===== src/rtl/pi2_mod_phase_stream.sv =====
// pi/2-BPSK / QPSK symbol-to-cyclic-phase mapper with one registered valid/ready stage.
// Optional per-frame phase offset enabled by defining PI2_MOD_PHASE_OFFSET_EN.
module pi2_mod_phase_stream #(
  parameter int unsigned CYC_DIV = 24,
  parameter int unsigned CNT_W   = 10,
  localparam int unsigned PW     = $clog2(CYC_DIV)
) (
  input  logic             i_clk,
  input  logic             i_rst_n,
  input  logic             i_valid,
  output logic             o_ready,
  input  logic [1:0]       i_bits,
  input  logic             i_mode,
  input  logic             i_sof,
  input  logic             i_eof,
`ifdef PI2_MOD_PHASE_OFFSET_EN
  input  logic [PW-1:0]    i_phase_ofs,
`endif
  output logic             o_valid,
  input  logic             i_ready,
  output logic [PW-1:0]    o_phase,
  output logic             o_sof,
  output logic             o_eof,
  output logic [CNT_W-1:0] o_sym_cnt,
  output logic             o_err
);

  localparam int unsigned STEP = CYC_DIV / 8;
  localparam int unsigned SW   = PW + 1;

  typedef enum logic {
    ST_IDLE  = 1'b0,
    ST_FRAME = 1'b1
  } state_e;

  state_e             state_q, state_d;
  logic               mode_q, mode_d;
  logic               parity_q, parity_d;
  logic [CNT_W-1:0]   cnt_q, cnt_d;
  logic               valid_q, valid_d;
  logic [PW-1:0]      phase_q, phase_d;
  logic               sof_q, sof_d;
  logic               eof_q, eof_d;
  logic [CNT_W-1:0]   sym_cnt_q, sym_cnt_d;
  logic               err_q, err_d;

  logic               accept;
  logic               eff_mode;
  logic               eff_par;
  logic [CNT_W-1:0]   eff_cnt;
  logic [1:0]         sym_idx;
  logic [2:0]         k_idx;
  logic [SW-1:0]      base_phase;
  logic [SW-1:0]      phase_full;

`ifdef PI2_MOD_PHASE_OFFSET_EN
  logic [PW-1:0]      ofs_q, ofs_d;
  logic [SW-1:0]      ofs_in_ext;
  logic [SW-1:0]      ofs_in_red;
  logic [PW-1:0]      eff_ofs;
  logic [SW-1:0]      phase_sum;
`endif

  assign o_ready = !valid_q | i_ready;
  assign accept  = i_valid & o_ready;

  // Effective per-beat context: an SOF beat restarts mode, parity and count.
  always_comb begin
    eff_mode = mode_q;
    eff_par  = parity_q;
    eff_cnt  = cnt_q;
    if (i_sof) begin
      eff_mode = i_mode;
      eff_par  = 1'b0;
      eff_cnt  = '0;
    end
  end

  // Odd octant k = 2*idx+1; QPSK idx is the Gray order 00,10,11,01 of {b0,b1}.
  always_comb begin
    sym_idx = {i_bits[0], eff_par};
    if (eff_mode) begin
      sym_idx = {i_bits[1], i_bits[0] ^ i_bits[1]};
    end
    k_idx      = {sym_idx, 1'b1};
    base_phase = SW'(32'(k_idx) * STEP);
  end

`ifdef PI2_MOD_PHASE_OFFSET_EN
  // Offset is reduced once on entry; the sum stays below 2*CYC_DIV so one subtract wraps it.
  always_comb begin
    ofs_in_ext = {1'b0, i_phase_ofs};
    ofs_in_red = ofs_in_ext;
    if (ofs_in_ext >= SW'(CYC_DIV)) begin
      ofs_in_red = ofs_in_ext - SW'(CYC_DIV);
    end
    eff_ofs = i_sof ? PW'(ofs_in_red) : ofs_q;
    ofs_d   = ofs_q;
    if (accept && i_sof) begin
      ofs_d = PW'(ofs_in_red);
    end
    phase_sum  = base_phase + {1'b0, eff_ofs};
    phase_full = phase_sum;
    if (phase_sum >= SW'(CYC_DIV)) begin
      phase_full = phase_sum - SW'(CYC_DIV);
    end
  end
`else
  assign phase_full = base_phase;
`endif

  // Frame tracking next-state and sticky out-of-frame error.
  always_comb begin
    state_d = state_q;
    err_d   = err_q;
    if (accept) begin
      if (i_sof) begin
        state_d = i_eof ? ST_IDLE : ST_FRAME;
      end else begin
        if (state_q == ST_IDLE) begin
          err_d = 1'b1;
        end
        if (i_eof) begin
          state_d = ST_IDLE;
        end
      end
    end
  end

  // Symbol context and output stage updates.
  always_comb begin
    mode_d    = mode_q;
    parity_d  = parity_q;
    cnt_d     = cnt_q;
    valid_d   = valid_q;
    phase_d   = phase_q;
    sof_d     = sof_q;
    eof_d     = eof_q;
    sym_cnt_d = sym_cnt_q;
    if (o_ready) begin
      valid_d = i_valid;
    end
    if (accept) begin
      mode_d    = eff_mode;
      parity_d  = ~eff_par;
      cnt_d     = eff_cnt + CNT_W'(1);
      phase_d   = PW'(phase_full);
      sof_d     = i_sof;
      eof_d     = i_eof;
      sym_cnt_d = eff_cnt;
    end
  end

  always_ff @(posedge i_clk or negedge i_rst_n) begin
    if (!i_rst_n) begin
      state_q <= ST_IDLE;
    end else begin
      state_q <= state_d;
    end
  end

  always_ff @(posedge i_clk or negedge i_rst_n) begin
    if (!i_rst_n) begin
      mode_q    <= 1'b0;
      parity_q  <= 1'b0;
      cnt_q     <= '0;
      valid_q   <= 1'b0;
      phase_q   <= '0;
      sof_q     <= 1'b0;
      eof_q     <= 1'b0;
      sym_cnt_q <= '0;
      err_q     <= 1'b0;
    end else begin
      mode_q    <= mode_d;
      parity_q  <= parity_d;
      cnt_q     <= cnt_d;
      valid_q   <= valid_d;
      phase_q   <= phase_d;
      sof_q     <= sof_d;
      eof_q     <= eof_d;
      sym_cnt_q <= sym_cnt_d;
      err_q     <= err_d;
    end
  end

`ifdef PI2_MOD_PHASE_OFFSET_EN
  always_ff @(posedge i_clk or negedge i_rst_n) begin
    if (!i_rst_n) begin
      ofs_q <= '0;
    end else begin
      ofs_q <= ofs_d;
    end
  end
`endif

  assign o_valid   = valid_q;
  assign o_phase   = phase_q;
  assign o_sof     = sof_q;
  assign o_eof     = eof_q;
  assign o_sym_cnt = sym_cnt_q;
  assign o_err     = err_q;

endmodule


===== config.mk =====
export PLATFORM = sky130hd
export DESIGN_NAME = pi2_mod_phase_stream
export DESIGN_NICKNAME = d
export VERILOG_FILES = /design/src/rtl/pi2_mod_phase_stream.sv
export SDC_FILE = /design/constraint.sdc
export NUM_CORES = 1
export LEC_CHECK = 0
export CAP_MARGIN = 20
export CORE_ASPECT_RATIO = 1.25
export CORE_MARGIN = 1.5
export CORE_UTILIZATION = 41
export CTS_BUF_LIST = sky130_fd_sc_hd__clkbuf_2 sky130_fd_sc_hd__clkbuf_4 sky130_fd_sc_hd__clkbuf_8
export DETAILED_ROUTE_END_ITERATION = 8
export PLACE_DENSITY = 0.65
export SLEW_MARGIN = 5
export SYNTH_ARGS = -nofsm -noshare
export SYNTH_HDL_FRONTEND = slang
export SYNTH_SLANG_ARGS = --single-unit

===== constraint.sdc =====
create_clock -name i_clk -period 3.89 [get_ports i_clk]
set_input_delay 0.778 -clock i_clk [delete_from_list [all_inputs] [get_ports i_clk]]
set_output_delay 0.778 -clock i_clk [all_outputs]
set_load 0.01 [all_outputs]

* Word-level counts from Yosys, hierarchy flattened
Index checks and enable logic that the tools add are counted.
Word-level totals: register bits 32, latch bits 0, bits in writable memories 0, ROM bits 0, output and inout port bits 20, logic and storage cells 29, memories kept 0
Cells by class: $add $sub $neg 1, $mul 1, div/mod/pow operators 0, magnitude comparators 0, equality and inequality tests 0, shift-type cells 0, muxes and demuxes 7, bitwise operators 6, reductions and logical operators 4
Operators by type and width (count):
- $add 10x1->10 const B | 1
- $mux 10 | 1
- $mul 3x2->5 const B | 1
- $mux 1 | 5
- $not 1->1 | 3
- $reduce_and 3->1 | 1
- $mux 2 | 1
- $reduce_and 2->1 | 1
- $reduce_bool 2->1 | 1
- $and 1x1->1 | 1
- $logic_not 1->1 | 1
- $or 1x1->1 | 1
- $xor 1x1->1 | 1

* Longest topological paths before layout
word-level depth 4, depth in mapped cells 7, depth with buffers taken out 5

* Worst setup path before layout
OpenSTA, ideal clock, no wires.
path kind input to register, start point input port i_sof, end point register phase_q[3], in the netlist o_phase[3], library setup time 0.125 ns, arrival 2.013 ns, slack 1.752 ns, stages on the path 6, path through clkbuf_2 > buf_2 > a211oi_1 > or2_2 > ha_1 > mux2_2
Between the ends: word-level cells in the longest chain between the ends 3
Ends and longest elaborated chain:
- from (decl) | RTL line 14 | input logic i_sof,
- $mux 1 | RTL line 72 | if (i_sof) begin
- $mux 2 * | RTL line 82 | if (eff_mode) begin
- $mul 3x2->5 * | RTL line 86 | base_phase = SW'(32'(k_idx) * STEP);
- via base_phase[3] | RTL line 53 | logic [SW-1:0] base_phase;
- to (signal assigned) | RTL line 178 | phase_q <= phase_d;
- to (decl) | RTL line 41 | logic [PW-1:0] phase_q, phase_d;
The timed path passes the listed nets; every way through them passes the cells marked *. A chain may end at the register's enable or synchronous reset.

* Worst setup path in the final report
start point input port i_ready, end point output port o_ready
Between the ends: word-level cells in the longest chain between the ends 1
Ends and longest elaborated chain:
- from (decl) | RTL line 20 | input logic i_ready,
- $or 1x1->1 | RTL line 64 | assign o_ready = !valid_q | i_ready;
- to (decl) | RTL line 11 | output logic o_ready,
Every way passes these cells.

==> run summary <==
CTS Sinks: 32
Final Hold Slack: 0.471 ns
Max-slew violations: 0
Gp weighted congestion: 0.791
Avg Cell Area, Syn: 11.5 µm²
Max Clk Rate: 343 MHz
Setup bufs post-CTS: 0
Input/output buffers: 28
Clk buf depth: 2
Final Cell Area: 1950 µm²
Crit end category: primary output
Final ANT Viol Nets: 0
Area Overhead vs Synth: 26.6%
Crit path max fanout: 16
Hold crit path type: reg -> reg
Slew @ Worst Pin: 0.805 ns
Status: complete, but fails checks
Async SR Flop Fraction: 1.00
Pre-antenna DRT Iters: 6
I/O pins: 29
Synth warnings: 0
Setup violations, final: 0
Core area: 3540 µm²
TritonCTS clock tree: done
Failing checks: design-rule violations
Vias in the first global route: 1177
Root Driver: clkbuf_8
Grt ovf: 0
Clk_lat worst skew: 0.28 ns
Skew final: 0.00675 ns
Placed Instances: 197
DP Area: 1850 µm²
Synthesized cell area: 1540 µm²
Initial Utilization: 0.435
Crit start category: input port
Maximum VDD drop: 0.000290 V
Fin Setup TNS: 0 ns
Chip width: 57.8 µm
Max_cap viols: 0
Syn_nets: 145
Nets: 176
Minimum clock period: 2.92 ns
First-pass GRT wire length: 5360 µm
Synthesized netlist cell count: 134
Relative slew slack: 0.462
Post-CTS sizing: 0
Util after Layout: 0.551
Post-synth top area share: 0.519
RSZ-0062 raised after global routing: no
Diodes inserted: 0
Prevailing post-synth register cell: dfrtp_1
Arrival time worst endpoint: 2.14 ns
Cell area power density: 483 nW/µm²
Crit path kind: in -> out
Initial antenna violation count: 0
Largest net degree at the start of global routing: 33
Post-detail-place hpwl: 2090 µm
R2r worst-path depth: 5
Top post-synthesis cells by area: dfrtp_1, mux2_2, nor2b_1
Detailed-route via count: 1166
Post-synth top area cell: dfrtp_1
CTS H-Tree Depth: 2
Die Y: 71.6 µm
DRC violations left: 4
GRT Util Overall: 0.171
Via density: 5.69
Period Utilization, post-route: 0.750
Unique cell type count in the Yosys netlist: 37
Die footprint: 4140 µm²
Worst Path Required: 3.11 ns
Layout cells sized above 1: 0.187
CTS clk-pin slew, worst paths: 0.06 ns
Iter 0 DRT Violations: 27
Post-synthesis sequential area ratio: 0.519
Final std cells w/o fill: 205
CTS buffer count: 5
Rows: 24
Pleak: 0.829 nW
Final hold violation count: 0
#FFs+latches synth: 32
Hold path cells: 1
WL/cell: 15.0 µm
Number of synthesized flops with an enable pin: 0
Cts hold-fix bufs: 0
Routed WL: 3070 µm
path summary, 6_finish.rpt:
| kind | start | end | slack, ns |
|---|---|---|---|
| setup / recovery | i_ready | o_ready | 0.97 |
| hold / removal | o_err | o_err | 0.47 |
| setup reg to reg | o_valid | cnt_q[4] | 1.94 |
| hold reg to reg | o_err | o_err | 0.47 |
| max in group asynchronous | i_rst_n | o_phase[3] | 2.71 |
| min in group asynchronous | i_rst_n | cnt_q[9] | 0.89 |
final cells by class:
cell class | count | area, µm²
timing repair buffer | 31 | 303
sequential | 32 | 801
tap | 39 | 48.8
fill | 333 | 1590
multi-input combinational | 92 | 691
inverter | 3 | 11.3
clock buffer | 8 | 97.6
routing by layer:
metal / share of wire / track usage / routed length (µm)
met1: 0.44 / 0.210 / 1360
met2: 0.49 / 0.273 / 1510
met3: 0.047 / 0.0560 / 145
met4: 0.017 / 0.0749 / 51
met5: 0 / 0 / 0
cells in the mapped netlist, drive strengths merged, types with 2 or more instances:
| master | count |
|---|---|
| or4 | 4 |
| nand2 | 7 |
| a21oi | 4 |
| ha | 2 |
| o21ai | 12 |
| buf | 4 |
| o31ai | 3 |
| a22o | 2 |
| clkbuf | 3 |
| nor2 | 4 |
| or2 | 2 |
| nand4 | 2 |
| a21o | 2 |
| inv | 3 |
| nand2b | 2 |
| nor4b | 2 |
| a221o | 2 |
| o311ai | 5 |
| nor2b | 10 |
| mux2 | 14 |
| nand3 | 3 |
| dfrtp | 32 |
layout by cell type, fill, tap and decap left out, types with 4 or more instances in the layout:
master,instances
a21oi_1,4
clkbuf_8,6
mux2_2,13
o21ai_0,12
or4_1,4
o311ai_1,4
nor2b_1,10
dfrtp_1,32
nor2_1,4
clkdlybuf4s50_1,28
nand2_1,7
power by group:
| group | switching, mW | leakage (nW) | internal (mW) | total (mW) |
|---|---|---|---|---|
| sequential | 0.0584 | 0.398 | 0.390 | 0.449 |
| clock | 0.115 | 0.0523 | 0.158 | 0.273 |
| combinational | 0.0925 | 0.379 | 0.128 | 0.221 |
worst max-delay path, stage by stage:
cell	delay (ns)
clkdlybuf4s50_1	0.46
nor2b_1	0.04
buf_4	0.18
inv_2	0.12
clkdlybuf4s50_1	0.56
through the flow:
step | power (mW) | worst slack, ns
after detailed placement | 0.678 | 0.982
after floorplan | 0.570 | 1.75
after global placement | 0.669 | 0.995
after global routing | 0.999 | 0.927
final | 0.942 | 0.973
after CTS | 0.956 | 0.975
kinds of logic (layout without fill, tap and decap cells):
family	count (synthesis)	after routing	synth area share
compound gates	34	34	0.155
xor+xnor	1	1	0.00568
flops	32	32	0.519
mux	15	15	0.109
simple gates	40	40	0.162
buf+inv	10	42	0.0325
fa+ha+maj	2	2	0.0162
state kept, by name (all words and copies together) (netlist names):
| signal | flops |
|---|---|
| o_err | 1 |
| o_valid | 1 |
| o_phase | 5 |
| parity_q | 1 |
| mode_q | 1 |
| state_q | 1 |
| o_sym_cnt | 10 |
| o_eof | 1 |
| o_sof | 1 |
| cnt_q | 10 |
(Power assumes the default switching activity.)
